[src/rtl/phase_sequencer_if.sv]
// Handshake bundle between the normal-mode phase sequencer and its consumers
// (light-state selector, countdown display). The ped_req line exists only when
// PED_REQ_EN is defined.
interface phase_sequencer_if #(
  parameter int CNT_W = 8
) ();

  logic             run;
`ifdef PED_REQ_EN
  logic             ped_req;
`endif
  logic [1:0]       state;
  logic [CNT_W-1:0] remain;
  logic             tick;
  logic             phase_done;

  // Controller side: drives run (and ped_req), observes the phase outputs.
  modport master (
`ifdef PED_REQ_EN
    output ped_req,
`endif
    output run,
    input  state, remain, tick, phase_done
  );

  // Sequencer side.
  modport slave (
`ifdef PED_REQ_EN
    input  ped_req,
`endif
    input  run,
    output state, remain, tick, phase_done
  );

endinterface

[src/rtl/phase_sequencer.sv]
// Normal-mode traffic-light phase generator: GREEN -> YELLOW -> RED -> GREEN,
// each phase lasting a whole number of 1 s ticks from a clock prescaler.
// Exports the current phase, the seconds-remaining countdown, a 1 s tick pulse
// and a phase-change pulse.
// Optional feature macro: PED_REQ_EN -- a pedestrian request during GREEN
// shortens the remaining GREEN time to PED_GREEN_SEC.
module phase_sequencer #(
  parameter int TICK_DIV      = 100_000_000,
  parameter int CNT_W         = 8,
  parameter int GREEN_SEC     = 30,
  parameter int YELLOW_SEC    = 3,
  parameter int RED_SEC       = 30,
  parameter int PED_GREEN_SEC = 5
) (
  input  logic               clk,
  input  logic               rst,
  phase_sequencer_if.slave   bus
);

  typedef enum logic [1:0] {
    RED    = 2'b00,
    YELLOW = 2'b01,
    GREEN  = 2'b10
  } phase_e;

  localparam int MAX_SEC = (2 ** CNT_W) - 1;

  // Elaboration-time parameter legality.
  if (TICK_DIV < 1) begin : g_bad_div
    $error("phase_sequencer: TICK_DIV must be >= 1");
  end
  if (GREEN_SEC < 1 || GREEN_SEC > MAX_SEC) begin : g_bad_green
    $error("phase_sequencer: GREEN_SEC out of range for CNT_W");
  end
  if (YELLOW_SEC < 1 || YELLOW_SEC > MAX_SEC) begin : g_bad_yellow
    $error("phase_sequencer: YELLOW_SEC out of range for CNT_W");
  end
  if (RED_SEC < 1 || RED_SEC > MAX_SEC) begin : g_bad_red
    $error("phase_sequencer: RED_SEC out of range for CNT_W");
  end
`ifdef PED_REQ_EN
  if (PED_GREEN_SEC < 1 || PED_GREEN_SEC > GREEN_SEC) begin : g_bad_ped
    $error("phase_sequencer: PED_GREEN_SEC must be in 1..GREEN_SEC");
  end
`endif

  // Prescaler is at least one bit wide so TICK_DIV=1 still elaborates.
  localparam int             PW        = (TICK_DIV > 1) ? $clog2(TICK_DIV) : 1;
  localparam logic [PW-1:0]  PRESC_MAX = PW'(TICK_DIV - 1);

  localparam logic [CNT_W-1:0] GREEN_R  = CNT_W'(GREEN_SEC);
  localparam logic [CNT_W-1:0] YELLOW_R = CNT_W'(YELLOW_SEC);
  localparam logic [CNT_W-1:0] RED_R    = CNT_W'(RED_SEC);
`ifdef PED_REQ_EN
  localparam logic [CNT_W-1:0] PED_R    = CNT_W'(PED_GREEN_SEC);
`endif

  function automatic phase_e next_phase(input phase_e p);
    case (p)
      GREEN:   return YELLOW;
      YELLOW:  return RED;
      default: return GREEN;
    endcase
  endfunction

  function automatic logic [CNT_W-1:0] phase_len(input phase_e p);
    case (p)
      GREEN:   return GREEN_R;
      YELLOW:  return YELLOW_R;
      default: return RED_R;
    endcase
  endfunction

  phase_e            state_q, state_d;
  logic [CNT_W-1:0]  remain_q, remain_d;
  logic [PW-1:0]     presc_q, presc_d;
  logic              tick_q, tick_d;
  logic              done_q, done_d;
`ifdef PED_REQ_EN
  logic              ped_q, ped_d;
  logic              ped_cut;
`endif

  // Next-state logic: prescaler, countdown and phase advance.
  always_comb begin
    // NOTE: every combinational output gets a default first so no path leaves it unassigned (no latch).
    state_d  = state_q;
    remain_d = remain_q;
    presc_d  = presc_q;
    tick_d   = 1'b0;
    done_d   = 1'b0;
`ifdef PED_REQ_EN
    ped_d    = ped_q | ((state_q == GREEN) & bus.ped_req);
    ped_cut  = (state_q == GREEN) && (ped_q || bus.ped_req) && (remain_q > PED_R);
`endif
    if (bus.run) begin
      if (presc_q == PRESC_MAX) begin
        presc_d = '0;
        tick_d  = 1'b1;
        if (remain_q == CNT_W'(1)) begin
          state_d  = next_phase(state_q);
          remain_d = phase_len(next_phase(state_q));
          done_d   = 1'b1;
        end
`ifdef PED_REQ_EN
        else if (ped_cut) begin
          remain_d = PED_R;
        end
`endif
        else begin
          remain_d = remain_q - CNT_W'(1);
        end
      end else begin
        presc_d = presc_q + PW'(1);
      end
    end
`ifdef PED_REQ_EN
    // A pending request is consumed when GREEN ends.
    if (done_d && state_q == GREEN) begin
      ped_d = 1'b0;
    end
`endif
  end

  // State register with synchronous reset taking priority over run/ped_req.
  always_ff @(posedge clk) begin
    // NOTE: sequential state uses non-blocking assignments so all flops update from pre-edge values.
    if (rst) begin
      state_q  <= RED;
      remain_q <= RED_R;
      presc_q  <= '0;
      tick_q   <= 1'b0;
      done_q   <= 1'b0;
`ifdef PED_REQ_EN
      ped_q    <= 1'b0;
`endif
    end else begin
      state_q  <= state_d;
      remain_q <= remain_d;
      presc_q  <= presc_d;
      tick_q   <= tick_d;
      done_q   <= done_d;
`ifdef PED_REQ_EN
      ped_q    <= ped_d;
`endif
    end
  end

  assign bus.state      = state_q;
  assign bus.remain     = remain_q;
  assign bus.tick       = tick_q;
  assign bus.phase_done = done_q;

endmodule

[src/flat_wrapper.sv]
// flat-port wrapper written by rule: the top's interface ports become plain ports
module phase_sequencer_flat 
#(
  parameter int TICK_DIV      = 100_000_000,
  parameter int CNT_W         = 8,
  parameter int GREEN_SEC     = 30,
  parameter int YELLOW_SEC    = 3,
  parameter int RED_SEC       = 30,
  parameter int PED_GREEN_SEC = 5
)
  (clk, rst, bus_run, bus_state, bus_remain, bus_tick, bus_phase_done);
  phase_sequencer_if #(.CNT_W(CNT_W)) bus_i ();
  input  logic clk;
  input  logic rst;
  input wire logic [$bits(bus_i.run)-1:0] bus_run;
  output wire logic [$bits(bus_i.state)-1:0] bus_state;
  output wire logic [$bits(bus_i.remain)-1:0] bus_remain;
  output wire logic [$bits(bus_i.tick)-1:0] bus_tick;
  output wire logic [$bits(bus_i.phase_done)-1:0] bus_phase_done;
  assign bus_i.run = bus_run;
  assign bus_state = bus_i.state;
  assign bus_remain = bus_i.remain;
  assign bus_tick = bus_i.tick;
  assign bus_phase_done = bus_i.phase_done;
  phase_sequencer #(.TICK_DIV(TICK_DIV), .CNT_W(CNT_W), .GREEN_SEC(GREEN_SEC), .YELLOW_SEC(YELLOW_SEC), .RED_SEC(RED_SEC), .PED_GREEN_SEC(PED_GREEN_SEC)) u_core (.clk(clk), .rst(rst), .bus(bus_i));
endmodule
[config.mk]
export PLATFORM = sky130hd
export DESIGN_NAME = phase_sequencer_flat
export DESIGN_NICKNAME = d
export VERILOG_FILES = /design/src/rtl/phase_sequencer_if.sv /design/src/rtl/phase_sequencer.sv /design/src/flat_wrapper.sv
export SDC_FILE = /design/constraint.sdc
export NUM_CORES = 1
export LEC_CHECK = 0
export BUFFER_PORTS_ARGS = -buffer_cell sky130_fd_sc_hd__buf_4
export CAP_MARGIN = 0
export CORE_MARGIN = 2
export CORE_UTILIZATION = 40
export CTS_CLUSTER_SIZE = 20
export DETAILED_ROUTE_END_ITERATION = 10
export GPL_TIMING_DRIVEN = 0
export PLACE_DENSITY = 0.63
export SLEW_MARGIN = 15
export SYNTH_ARGS = -nofsm -noshare
export SYNTH_HDL_FRONTEND = slang
export SYNTH_SLANG_ARGS = --single-unit
[constraint.sdc]
create_clock -name clk -period 2.7 [get_ports clk]
set_input_delay 0.135 -clock clk [delete_from_list [all_inputs] [get_ports clk]]
set_output_delay 0.135 -clock clk [all_outputs]
set_load 0.01 [all_outputs]
==> summary.md, run 1 <==
| Metric | Value |
|---|---|
| Unique cell type count in the Yosys netlist | `45` |
| Critical Path Fanout Max | `8` |
| GR Util All Layers | `16.8%` |
| Largest clock skew in the final design | `0.00646 ns` |
| Endpoint of the worst register-to-register path | `u_core.bus.remain[4]$_SDFFE_PP1P_` |
| Worst Reg2Reg Path Length in Cells | `5` |
| Antenna Nets Post-Route | `0` |
| Cell count after synthesis | `230` |
| Cell Pwr Density | `499 nW/um^2` |
| Number of ports placed on the die boundary | `15` |
| Die Y | `74.1 um` |
| CTS tree | `built` |
| Via count of the first global-routing pass | `1,562` |
| Static leakage power | `0.000759 uW` |
| Total non-filler cell area in the finished layout | `2270 um^2` |
| Count of maximum capacitance violations | `0` |
| Area growth from synthesis to final layout | `15.4%` |
| Cell type with the highest aggregate area in the netlist | `sky130_fd_sc_hd__dfxtp_1` |
| List of cells traversed by the critical path | `ha_1, nand4_1, nor3_1, nand2_2, o32a_1` |
| Wirelength, routed | `4320 um` |
| Post-layout nets | `257` |
| Maximum number of pins on one net before global-route repair | `14` |
| Type of element launching the critical path | `flip-flop` |
| Worst hold path depth | `3` |
| Most repeated cell in the gate-level netlist after synthesis | `sky130_fd_sc_hd__dfxtp_1` |
| Buffers from clock root to sink, at most | `2` |
| Final Critical Period | `2.44 ns` |
| Cell area after technology mapping | `1970 um^2` |
| Ys async rst share | `0%` |
| Slew at the pin with the worst max-slew slack | `0.933 ns` |
| Nature of the critical path endpoint | `flip-flop` |
| Share of cells above drive strength 1 | `13.1%` |
| Data required time at the worst endpoint | `2.88 ns` |
| First-pass GRT wire length | `7210 um` |
| Die area | `5500 um^2` |
| Primary FF master, synth | `sky130_fd_sc_hd__dfxtp_1` |
| Root cell of the clock tree | `sky130_fd_sc_hd__clkbuf_8` |
| Worst path arrival time | `2.62 ns` |
| EDFF count, synth | `0` |
| Area share of the leading cell type in the synthesized netlist | `39.7%` |
| Dpl cell area | `2150 um^2` |
| Number of sinks driven by the clock tree | `39` |
| Final TNS setup | `0 ns` |
| Post-Place Worst Slack | `0.247 ns` |
| Final setup violation count | `0` |
| Post-CTS setup buffers | `0` |
| Final total power | `1130 uW` |
| Cell types occupying the most area after synthesis | `sky130_fd_sc_hd__dfxtp_1 40%, sky130_fd_sc_hd__a21oi_1 4.8%, sky130_fd_sc_hd__o31ai_1 4.6%` |
| Post-route core utilization | `48.1%` |
| IO Port Bufs | `13` |
| # diodes | `0` |
| Routed length per placed instance | `13.6 um` |
| Result of the run | `finished clean` |
| Clock-pin slew reported for the worst setup and hold paths after clock tree synthesis | `0.08 ns` |
| Class of the most critical hold timing path | `input port to flip-flop` |
| Worst-case headroom to the max-slew limit | `37.4%` |
| Slowest cell on crit path | `sky130_fd_sc_hd__nor3_1` |
| Category of the most critical setup path | `flip-flop to flip-flop` |
| Synth Net Count | `237` |
| Die extent in x | `74.1 um` |
| Reg2reg start | `u_core.presc_q[0]$_SDFFE_PP0P_` |
| Unrepaired setup endpoints after global routing | `no` |
| Final worst-path setup slack | `0.259 ns` |
| H-tree level count | `2` |
| Final GP Congestion | `0.865` |
| Number of pins with negative max-slew slack in the final report | `0` |
| Placed wire-length estimate after detailed placement | `3010 um` |
| Setup slack of the worst register-to-register path | `0.26 ns` |
| Post-synthesis sequential area ratio | `39.7%` |
| Number of remaining DRC errors | `0` |
| Highest Clock Rate | `410 MHz` |
| Yosys warning count | `0` |
| Stage delay of the slowest cell on the critical path | `0.81 ns` |
| Post-route clock period utilization | `90.4%` |
| Via total after detailed routing | `1,743` |
| Final Hold Vio Count | `0` |
| CTS Hold Bufs | `0` |
| Fillers | `488` |
| Number of DRC markers after the initial detailed-route iteration | `76` |
| TritonCTS Buffers | `5` |
| Post-Syn Area per Cell | `8.56 um^2` |
| Worst IR drop on VDD | `0.306 mV` |
| Endpoint, Worst Hold | `u_core.presc_q[0]$_SDFFE_PP0P_` |
| Number of cell rows | `25` |
| Vias per inst | `5.48` |
| Commonest cells post-synth | `39 x sky130_fd_sc_hd__dfxtp_1, 20 x sky130_fd_sc_hd__nor2_1, 19 x sky130_fd_sc_hd__a21oi_1, 12 x sky130_fd_sc_hd__nand2_1, 12 x sky130_fd_sc_hd__o31ai_1` |
| Count of TritonRoute iterations in the first routing pass | `4` |
| Number of resized instances in the post-cts repair step | `0` |
| Area of the placeable core | `4720 um^2` |
| Initial antenna violation count | `0` |
| Flip-flop and latch count after synthesis | `39` |
| Initial Utilization | `41.7%` |
| Clock latency of the later-clocked register in the worst-skew pair | `0.29 ns` |
| Total gr overflow | `0` |
| Beginning of the worst hold path | `bus_run` |
==> per-stage QoR <==
stage               hold slack [ns]  cells
floorplan                     0.280    230
global placement              0.437    310
detailed placement            0.438    310
CTS                           0.129    318
global route                  0.150    318
finish                        0.132    318
==> power breakdown <==
part | switching [uW] | total, uW | leakage [uW] | internal [uW]
Clock | 222 | 526 | 0.0000618 | 304
Sequential | 2.81 | 581 | 0.000315 | 578
Combinational | 17.2 | 26.3 | 0.000383 | 9.09
==> state kept, by name, summed over array words and instances (netlist names) <==
register / cells
u_core.bus.phase_done: 1
u_core.bus.tick: 1
u_core.bus.remain: 8
u_core.presc_q: 27
u_core.bus.state: 2
==> critical path: cells and delay by family, from the launching register on <==
family | cells | cell delay [ns]
and+or+nand+nor | 3 | 1.33
AOI/OAI and AO/OA | 1 | 0.41
DFF | 1 | 0.37
adders and majority gates | 1 | 0.21
==> final cells by class <==
type                            count  area [um^2]  share of cell area (%)
Clock buffer                        6         82.6                    3.64
Buffer                             10         51.3                    2.26
Clock inverter                      2         38.8                    1.71
Multi-Input combinational cell    170         1090                    48.2
Sequential cell                    39          781                    34.4
Tap cell                           67         83.8                    3.69
Inverter                           11         41.3                    1.82
Timing Repair Buffer               13         97.6                    4.30
==> layer usage <==
metal | vias up | track usage [%] | part of all wire, %
li1 | 899 | - | -
met1 | 824 | 23.8 | 52
met2 | 18 | 25.0 | 45
met3 | 2 | 3.66 | 2.4
met4 | 0 | 6.06 | 0.44
met5 | - | 0 | 0
==> logic make-up (layout without fill, tap and decap cells) <==
group / Yosys count / after routing / share of synthesized area (%)
adders and majority gates: 4 / 4 / 2.54
DFF: 39 / 39 / 39.7
muxes: 1 / 1 / 0.509
buffers and inverters: 21 / 42 / 4.70
and+or+nand+nor: 98 / 98 / 29.7
xor gates and xnor gates: 12 / 12 / 5.34
AOI/OAI and AO/OA: 55 / 55 / 17.5
==> cell usage in the layout (no fill, tap or decap), types with 7 or more instances in the layout <==
cell type	count
sky130_fd_sc_hd__dfxtp_1	39
sky130_fd_sc_hd__o31ai_1	12
sky130_fd_sc_hd__a21oi_1	19
sky130_fd_sc_hd__xnor2_1	7
sky130_fd_sc_hd__nor2_1	20
sky130_fd_sc_hd__inv_1	11
sky130_fd_sc_hd__or3_1	9
sky130_fd_sc_hd__nand2_1	12
sky130_fd_sc_hd__nand4_1	10
sky130_fd_sc_hd__nand3_1	9
sky130_fd_sc_hd__o21ai_0	11
sky130_fd_sc_hd__buf_4	14
==> how the worst max path moves through the flow <==
stage	from	to	slack [ns]	cells after the start
floorplan	u_core.presc_q[0]$_SDFFE_PP0P_	u_core.bus.remain[6]$_SDFFE_PP0P_	0.77	6
global placement	u_core.presc_q[17]$_SDFFE_PP0P_	u_core.presc_q[0]$_SDFFE_PP0P_	0.25	5
detailed placement	u_core.presc_q[17]$_SDFFE_PP0P_	u_core.presc_q[0]$_SDFFE_PP0P_	0.25	5
CTS	u_core.presc_q[17]$_SDFFE_PP0P_	u_core.presc_q[0]$_SDFFE_PP0P_	0.26	5
global route	u_core.presc_q[17]$_SDFFE_PP0P_	u_core.presc_q[23]$_SDFFE_PP0P_	0.04	5
finish	u_core.presc_q[0]$_SDFFE_PP0P_	u_core.bus.remain[4]$_SDFFE_PP1P_	0.26	5
Power figures use the tool's default switching activity.
==> inputs of run 2 (changes only) <==
Settings changed: BUFFER_PORTS_ARGS -buffer_cell sky130_fd_sc_hd__buf_4 to -buffer_cell sky130_fd_sc_hd__buf_2.
==> run 2 against run 1 <==
  * Sequential power about the same
  * Clock power decreased by 3%
  * Global-route usage increased by 0.49 points
  * Highest routed layer unchanged
  * Routed wire length decreased by 1.5%
  * Via count increased by 0.17%
==> summary.md, run 2 (same netlist as run 1, synthesis figures left out) <==
| Metric | Value |
|---|---|
| Result of the run | `finished clean (unchanged)` |
| Largest delay contributor family on the critical path | `simple AND/OR/NAND/NOR gates (unchanged)` |
| Cell-internal power | `867 uW (was 891 uW)` |
| Slowest cell on crit path | `sky130_fd_sc_hd__o21ai_1 (was sky130_fd_sc_hd__nor3_1)` |
| Clock latency of the later-clocked register in the worst-skew pair | `0.31 ns (was 0.29 ns)` |
| Number of buffer and inverter instances along the worst setup path | `1 (was 0)` |
| Category of the most critical setup path | `flip-flop to flip-flop (unchanged)` |
| Placed wire-length estimate after detailed placement | `3000 um (was 3010 um)` |
| Class of the most critical hold timing path | `input port to flip-flop (unchanged)` |
| Vias per inst | `5.49 (was 5.48)` |
| Number of cell rows | `25 (unchanged)` |
| First-pass GRT wire length | `7360 um (was 7210 um)` |
| Count of TritonRoute iterations in the first routing pass | `4 (unchanged)` |
| Number of resized instances in the post-cts repair step | `0 (unchanged)` |
| Met1 track utilization from global routing | `22.7% (was 23.8%)` |
| Root cell of the clock tree | `sky130_fd_sc_hd__clkbuf_8 (unchanged)` |
| Number of pins with negative max-slew slack in the final report | `0 (unchanged)` |
| Data required time at the worst endpoint | `2.89 ns (was 2.88 ns)` |
| Number of remaining DRC errors | `0 (unchanged)` |
| CTS tree | `built (unchanged)` |
| Clock-pin slew reported for the worst setup and hold paths after clock tree synthesis | `0.09 ns (was 0.08 ns)` |
| Initial Utilization | `41.7% (unchanged)` |
| Antenna Nets Post-Route | `0 (unchanged)` |
| Area growth from synthesis to final layout | `13.5% (was 15.4%)` |
| Final GP Congestion | `0.873 (was 0.865)` |
| Worst-case headroom to the max-slew limit | `43.7% (was 37.4%)` |
| Count of maximum capacitance violations | `0 (unchanged)` |
| Most flops, register | `u_core.presc_q (unchanged)` |
| Critical Path Fanout Max | `10 (was 8)` |
| Final setup violation count | `0 (unchanged)` |
| Worst path arrival time | `2.59 ns (was 2.62 ns)` |
| Maximum number of pins on one net before global-route repair | `15 (was 14)` |
| Final Critical Period | `2.40 ns (was 2.44 ns)` |
| TritonCTS Buffers | `5 (unchanged)` |
| Die Y | `74.1 um (unchanged)` |
| Post-layout nets | `257 (unchanged)` |
| Final TNS setup | `0 ns (unchanged)` |
| Via count of the first global-routing pass | `1,651 (was 1,562)` |
| Global Route met2 Usage | `27.5% (was 25.0%)` |
| Number of DRC markers after the initial detailed-route iteration | `102 (was 76)` |
| Unrepaired setup endpoints after global routing | `no (unchanged)` |
| IO Port Bufs | `13 (unchanged)` |
| Buffers from clock root to sink, at most | `2 (unchanged)` |
| Type of element launching the critical path | `flip-flop (unchanged)` |
| Die extent in x | `74.1 um (unchanged)` |
| Cell Pwr Density | `499 nW/um^2 (about the same)` |
| Post-route clock period utilization | `89.0% (was 90.4%)` |
| Largest clock skew in the final design | `0.00925 ns (was 0.00646 ns)` |
| List of cells traversed by the critical path | `nor4b_1, nand4_1, o21ai_1, buf_2, a21oi_1 (was ha_1, nand4_1, nor3_1, nand2_2, o32a_1)` |
| Routed length per placed instance | `13.4 um (was 13.6 um)` |
| Post-CTS setup buffers | `0 (unchanged)` |
| Most Crowded Layer GR | `met2 (unchanged)` |
| # diodes | `0 (unchanged)` |
| CTS Hold Bufs | `0 (unchanged)` |
| Via total after detailed routing | `1,746 (was 1,743)` |
| Wirelength, routed | `4260 um (was 4320 um)` |
| Top library cells by usage in the layout, fill and taps aside | `39 x sky130_fd_sc_hd__dfxtp_1, 20 x sky130_fd_sc_hd__nor2_1, 19 x sky130_fd_sc_hd__a21oi_1, 15 x sky130_fd_sc_hd__buf_2 (was 39 x sky130_fd_sc_hd__dfxtp_1, 20 x sky130_fd_sc_hd__nor2_1, 19 x sky130_fd_sc_hd__a21oi_1, 14 x sky130_fd_sc_hd__buf_4)` |
| Static leakage power | `0.000749 uW (was 0.000759 uW)` |
| Sequential group share of total power | `52.1% (was 51.2%)` |
| Max reg flops | `27 (unchanged)` |
| Slew at the pin with the worst max-slew slack | `0.838 ns (was 0.933 ns)` |
| Stage delay of the slowest cell on the critical path | `0.62 ns (was 0.81 ns)` |
| Most common cell after layout, fill and taps aside | `sky130_fd_sc_hd__dfxtp_1 (unchanged)` |
| Gate power share | `2.3% (about the same)` |
| Nature of the critical path endpoint | `flip-flop (unchanged)` |
| Net load switching power | `249 uW (was 242 uW)` |
| Final total power | `1120 uW (was 1130 uW)` |
| Initial antenna violation count | `0 (unchanged)` |
| Die area | `5500 um^2 (unchanged)` |
| Worst IR drop on VDD | `0.318 mV (was 0.306 mV)` |
| GR Util All Layers | `17.3% (was 16.8%)` |
| GRT met3 Usage | `5.28% (was 3.66%)` |
| Share of cells above drive strength 1 | `13.1% (unchanged)` |
| Clock share of power | `45.7% (was 46.5%)` |
| Final Hold Vio Count | `0 (unchanged)` |
| Total gr overflow | `0 (unchanged)` |
| Number of ports placed on the die boundary | `15 (unchanged)` |
| Highest Clock Rate | `416 MHz (was 410 MHz)` |
| Area of the placeable core | `4720 um^2 (unchanged)` |
| Number of sinks driven by the clock tree | `39 (unchanged)` |
| Switching share of power | `22.3% (was 21.4%)` |
| H-tree level count | `2 (unchanged)` |
run 2: cell count changes in the layout (fill, tap and decap cells not counted):
cell / previous run / this run
sky130_fd_sc_hd__buf_2: 2 / 15
sky130_fd_sc_hd__buf_4: 14 / 1
sky130_fd_sc_hd__clkbuf_8: 6 / 5
sky130_fd_sc_hd__clkinv_4: 0 / 1
run 2: power by group through the flow:
stage                     combinational, uW  clock [uW]  sequential (uW)
after floorplan                        18.3           0              594
after global placement                 25.5           0              594
after detailed placement               25.7           0              594
after CTS                              25.8         520              581
after global routing                   29.9         542              581
final                                  25.4         509              581
run 2: final timing paths:
| check | start | to | slack, ns | cells past startpoint |
|---|---|---|---|---|
| worst min register to register | u_core.bus.state[0]$_SDFFE_PP0P_ | u_core.bus.state[0]$_SDFFE_PP0P_ | 0.50 | 2 |
| worst max register to register | u_core.presc_q[17]$_SDFFE_PP0P_ | u_core.presc_q[22]$_SDFFE_PP0P_ | 0.30 | 5 |
| worst min-delay path | bus_run | u_core.presc_q[1]$_SDFFE_PP0P_ | 0.13 | 3 |
| worst max-delay path | u_core.presc_q[17]$_SDFFE_PP0P_ | u_core.presc_q[22]$_SDFFE_PP0P_ | 0.30 | 5 |
run 2: worst reg2reg max path, delay by kind of cell (launching register included):
| family | cells | cell delay, ns |
|---|---|---|
| AOI/OAI and AO/OA | 2 | 0.69 |
| buffers and inverters | 1 | 0.34 |
| and+or+nand+nor | 2 | 0.90 |
| DFF | 1 | 0.36 |
run 2: area by class of cell:
cell class | count | area [um^2]
clock buffers | 5 | 68.8
plain buffers | 10 | 51.3
flip-flops and latches | 39 | 781
fillers | 481 | 2490
inverters | 11 | 41.3
repair buffers | 13 | 65.1
clock inverters | 3 | 47.5
multi-input cells | 170 | 1090
well taps | 67 | 83.8
run 2: per-layer routing:
metal / share of wire (%) / vias to the layer above
li1: - / 905
met4: 1.2 / 0
met1: 51 / 802
met3: 4.1 / 8
met5: 0 / -
met2: 44 / 31
run 2: per-stage QoR:
step,worst slack [ns],utilization [%],area [um^2],instances,hold WS [ns]
2_1_floorplan,0.769,-,1970,230,0.280
6_report,0.297,47.3,2230,318,0.126
3_3_place_gp,0.333,44.8,2120,310,0.440
4_1_cts,0.320,47.3,2230,318,0.125
5_1_grt,0.0430,47.3,2230,318,0.142
3_5_place_dp,0.352,44.8,2120,310,0.441
==> inputs of run 3 (changes only) <==
Settings changed: ABC_AREA from default to 1, CELL_PAD_IN_SITES_DETAIL_PLACEMENT from default to 1, CELL_PAD_IN_SITES_GLOBAL_PLACEMENT from default to 1, CORE_UTILIZATION 40 to 42, PLACE_DENSITY 0.63 to 0.85.
==> run 3 against run 2 <==
  * Global-route usage is 5.6 points higher
  * Synthesized cell count is 58% higher
  * Routed wire length is 43% higher
  * Fmax is 37% higher
  * Combinational power is 43% higher
  * Sequential cell count stayed put
  * Power is 4.8% lower
  * Largest cell class unchanged
  * Largest power group unchanged
==> summary.md, run 3 <==
| Metric | Value |
|---|---|
| Max reg flops | `27 (unchanged)` |
| Unrepaired setup endpoints after global routing | `no (unchanged)` |
| Antenna Nets Post-Route | `0 (unchanged)` |
| Root cell of the clock tree | `sky130_fd_sc_hd__clkbuf_8 (unchanged)` |
| Final TNS setup | `0 ns (unchanged)` |
| Final GP Congestion | `0.885 (was 0.873)` |
| Via total after detailed routing | `2,288 (was 1,746)` |
| Result of the run | `finished clean (unchanged)` |
| Stage delay of the slowest cell on the critical path | `0.38 ns (was 0.62 ns)` |
| Class of the most critical hold timing path | `input port to flip-flop (unchanged)` |
| Area growth from synthesis to final layout | `11.2% (was 13.5%)` |
| Portion of netlist area occupied by mux cells | `0% (was 0.509%)` |
| Area share of fa/ha/maj cells after synthesis | `2.23% (was 2.54%)` |
| CTS Hold Bufs | `0 (unchanged)` |
| Primary FF master, synth | `sky130_fd_sc_hd__dfxtp_1 (unchanged)` |
| Worst path arrival time | `1.95 ns (was 2.59 ns)` |
| Flip-flop and latch count after synthesis | `39 (unchanged)` |
| Largest clock skew in the final design | `0.00840 ns (was 0.00925 ns)` |
| Cell type with the highest aggregate area in the netlist | `sky130_fd_sc_hd__dfxtp_1 (unchanged)` |
| Top library cells by usage in the layout, fill and taps aside | `104 x sky130_fd_sc_hd__nand2_1, 80 x sky130_fd_sc_hd__nor2_1, 45 x sky130_fd_sc_hd__inv_1, 39 x sky130_fd_sc_hd__dfxtp_1, 34 x sky130_fd_sc_hd__nand3_1 (was 39 x sky130_fd_sc_hd__dfxtp_1, 20 x sky130_fd_sc_hd__nor2_1, 19 x sky130_fd_sc_hd__a21oi_1, 15 x sky130_fd_sc_hd__buf_2)` |
| TritonCTS Buffers | `5 (unchanged)` |
| Count of maximum capacitance violations | `0 (unchanged)` |
| Post-Place Worst Slack | `0.941 ns (was 0.352 ns)` |
| Post-Syn Area per Cell | `6.18 um^2 (was 8.56 um^2)` |
| Post-synthesis sequential area ratio | `34.7% (was 39.7%)` |
| Most repeated cell in the gate-level netlist after synthesis | `sky130_fd_sc_hd__nand2_1 (was sky130_fd_sc_hd__dfxtp_1)` |
| H-tree level count | `2 (unchanged)` |
| Most flops, register | `u_core.presc_q (unchanged)` |
| Footprint of the multi-input gates | `1270 um^2 (was 1090 um^2)` |
| Cell area after technology mapping | `2250 um^2 (was 1970 um^2)` |
| Type of element launching the critical path | `flip-flop (unchanged)` |
| Commonest cells post-synth | `104 x sky130_fd_sc_hd__nand2_1, 80 x sky130_fd_sc_hd__nor2_1, 45 x sky130_fd_sc_hd__inv_1, 39 x sky130_fd_sc_hd__dfxtp_1, 34 x sky130_fd_sc_hd__nand3_1 (was 39 x sky130_fd_sc_hd__dfxtp_1, 20 x sky130_fd_sc_hd__nor2_1, 19 x sky130_fd_sc_hd__a21oi_1, 12 x sky130_fd_sc_hd__nand2_1, 12 x sky130_fd_sc_hd__o31ai_1)` |
| XOR/XNOR Fraction of Synth Area | `2.73% (was 5.34%)` |
| Category of the most critical setup path | `flip-flop to flip-flop (unchanged)` |
| Data required time at the worst endpoint | `2.90 ns (was 2.89 ns)` |
| Number of resized instances in the post-cts repair step | `0 (unchanged)` |
| Area share of the leading cell type in the synthesized netlist | `34.7% (was 39.7%)` |
| Die extent in x | `77.2 um (was 74.1 um)` |
| Number of DRC markers after the initial detailed-route iteration | `88 (was 102)` |
| EDFF count, synth | `0 (unchanged)` |
| Placed wire-length estimate after detailed placement | `4740 um (was 3000 um)` |
| Dominant combinational cell family by area after synthesis | `simple AND/OR/NAND/NOR gates (unchanged)` |
| List of cells traversed by the critical path | `ha_1, nand4_1, nor2_1, nand2_1, nor2_2, nand3_1, nand2_1, nor2_1 (was nor4b_1, nand4_1, o21ai_1, buf_2, a21oi_1)` |
| Final total power | `1060 uW (was 1120 uW)` |
| Final Hold Vio Count | `0 (unchanged)` |
| Clock latency of the later-clocked register in the worst-skew pair | `0.30 ns (was 0.31 ns)` |
| First-pass GRT wire length | `10,900 um (was 7360 um)` |
| Worst-case headroom to the max-slew limit | `68.9% (was 43.7%)` |
| Critical Path Fanout Max | `4 (was 10)` |
| Total gr overflow | `0 (unchanged)` |
| Number of remaining DRC errors | `0 (unchanged)` |
| Most common cell after layout, fill and taps aside | `sky130_fd_sc_hd__nand2_1 (was sky130_fd_sc_hd__dfxtp_1)` |
| Slowest cell on crit path | `sky130_fd_sc_hd__dfxtp_1 (was sky130_fd_sc_hd__o21ai_1)` |
| Static leakage power | `0.00108 uW (was 0.000749 uW)` |
| Total instance count after detailed placement | `447 (was 310)` |
| Initial antenna violation count | `0 (unchanged)` |
| Die Y | `77.2 um (was 74.1 um)` |
| Unique cell type count in the Yosys netlist | `21 (was 45)` |
| Vias per inst | `5.03 (was 5.49)` |
| Fillers | `739 (was 481)` |
| Number of cell rows | `26 (was 25)` |
| Synth Net Count | `371 (was 237)` |
| Slew at the pin with the worst max-slew slack | `0.467 ns (was 0.838 ns)` |
| Number of sinks driven by the clock tree | `39 (unchanged)` |
| Ys async rst share | `0% (unchanged)` |
| Count of TritonRoute iterations in the first routing pass | `6 (was 4)` |
| Post-route clock period utilization | `64.8% (was 89.0%)` |
| Die area | `5950 um^2 (was 5500 um^2)` |
| Clock-pin slew reported for the worst setup and hold paths after clock tree synthesis | `0.08 ns (was 0.09 ns)` |
| Area of the placeable core | `5140 um^2 (was 4720 um^2)` |
| Sequential Area | `781 um^2 (unchanged)` |
| Cell types occupying the most area after synthesis | `sky130_fd_sc_hd__dfxtp_1 35%, sky130_fd_sc_hd__nand2_1 17%, sky130_fd_sc_hd__nor2_1 13% (was sky130_fd_sc_hd__dfxtp_1 40%, sky130_fd_sc_hd__a21oi_1 4.8%, sky130_fd_sc_hd__o31ai_1 4.6%)` |
| Final setup violation count | `0 (unchanged)` |
| Synth Area in Compound Gates | `2.67% (was 17.5%)` |
| Initial Utilization | `43.7% (was 41.7%)` |
| Simple-gate share of the synthesized area | `48.9% (was 29.7%)` |
| Nature of the critical path endpoint | `flip-flop (unchanged)` |
| Post-CTS setup buffers | `0 (unchanged)` |
| Cell count after synthesis | `364 (was 230)` |
| Highest Clock Rate | `572 MHz (was 416 MHz)` |
| Share of cells above drive strength 1 | `9.87% (was 13.1%)` |
| Routed length per placed instance | `13.4 um (about the same)` |
| Post-layout nets | `391 (was 257)` |
| Worst hold path depth | `2 (was 3)` |
| Buffers from clock root to sink, at most | `2 (unchanged)` |
| Worst IR drop on VDD | `0.209 mV (was 0.318 mV)` |
| Final Critical Period | `1.75 ns (was 2.40 ns)` |
| Final worst-path setup slack | `0.951 ns (was 0.297 ns)` |
| CTS tree | `built (unchanged)` |
| Via count of the first global-routing pass | `2,351 (was 1,651)` |
| IO Port Bufs | `13 (unchanged)` |
| # diodes | `0 (unchanged)` |
| Yosys warning count | `0 (unchanged)` |
| Cell Pwr Density | `425 nW/um^2 (was 499 nW/um^2)` |
| Number of ports placed on the die boundary | `15 (unchanged)` |
| Number of pins with negative max-slew slack in the final report | `0 (unchanged)` |
| GR Util All Layers | `22.9% (was 17.3%)` |
| Wirelength, routed | `6080 um (was 4260 um)` |
| Count of placed standard cells in the final layout, fillers left out | `455 (was 318)` |
| Maximum number of pins on one net before global-route repair | `12 (was 15)` |
| Worst Reg2Reg Path Length in Cells | `8 (was 5)` |
[run 3: changes by cell type after synthesis, moves of 12 or more]
| cell | before | now |
|---|---|---|
| sky130_fd_sc_hd__nand2_1 | 12 | 104 |
| sky130_fd_sc_hd__nor2_1 | 20 | 80 |
| sky130_fd_sc_hd__inv_1 | 11 | 45 |
| sky130_fd_sc_hd__nand3_1 | 9 | 34 |
| sky130_fd_sc_hd__a21oi_1 | 19 | 5 |
| sky130_fd_sc_hd__o31ai_1 | 12 | 0 |
[run 3: per-stage QoR]
step                util (%)  hold slack [ns]  cell area (um^2)
finish                  48.7            0.182              2500
global route            48.7            0.196              2500
global placement        46.7            0.450              2400
detailed placement      46.7            0.467              2400
floorplan                  -            0.332              2250
CTS                     48.7            0.182              2500
[run 3: logic make-up (layout without fill, tap and decap cells)]
group | after synthesis | after routing
and+or+nand+nor | 252 | 252
buffers and inverters | 50 | 71
DFF | 39 | 39
AOI/OAI and AO/OA | 12 | 12
xor gates and xnor gates | 7 | 7
adders and majority gates | 4 | 4
[run 3: final timing paths]
check,slack [ns],from,endpoint
worst max-delay path,0.95,u_core.presc_q[0]$_SDFFE_PP0P_,u_core.presc_q[26]$_SDFFE_PP0P_
worst min-delay path,0.18,rst,u_core.presc_q[2]$_SDFFE_PP0P_
worst max register to register,0.95,u_core.presc_q[0]$_SDFFE_PP0P_,u_core.presc_q[26]$_SDFFE_PP0P_
worst min register to register,0.47,u_core.bus.state[1]$_SDFFE_PP0P_,u_core.bus.state[1]$_SDFFE_PP0P_
[run 3: layout make-up]
class                           count  share of cell area [%]
Buffer                              3                   0.800
Clock buffer                        8                    4.00
Inverter                           47                    7.05
Multi-Input combinational cell    275                    50.8
Sequential cell                    39                    31.2
Tap cell                           70                    3.50
Timing Repair Buffer               13                    2.60
[run 3: routing by layer]
metal	vias to the layer above	wire [um]	track usage [%]
met1	1091	2960	29.2
met3	8	138	4.47
met4	0	61	5.71
met5	-	0	0
met2	18	2930	39.6
li1	1171	-	-
[run 3: critical path, delay by kind of cell (launching register included)]
family | cells | cell delay [ns]
fa+ha+maj | 1 | 0.24
flops | 1 | 0.38
simple gates | 7 | 1.03
[run 3: where the power goes]
part	internal (uW)	switching (uW)
registers	577	2.62
clock network	233	212
logic	10.1	26.1
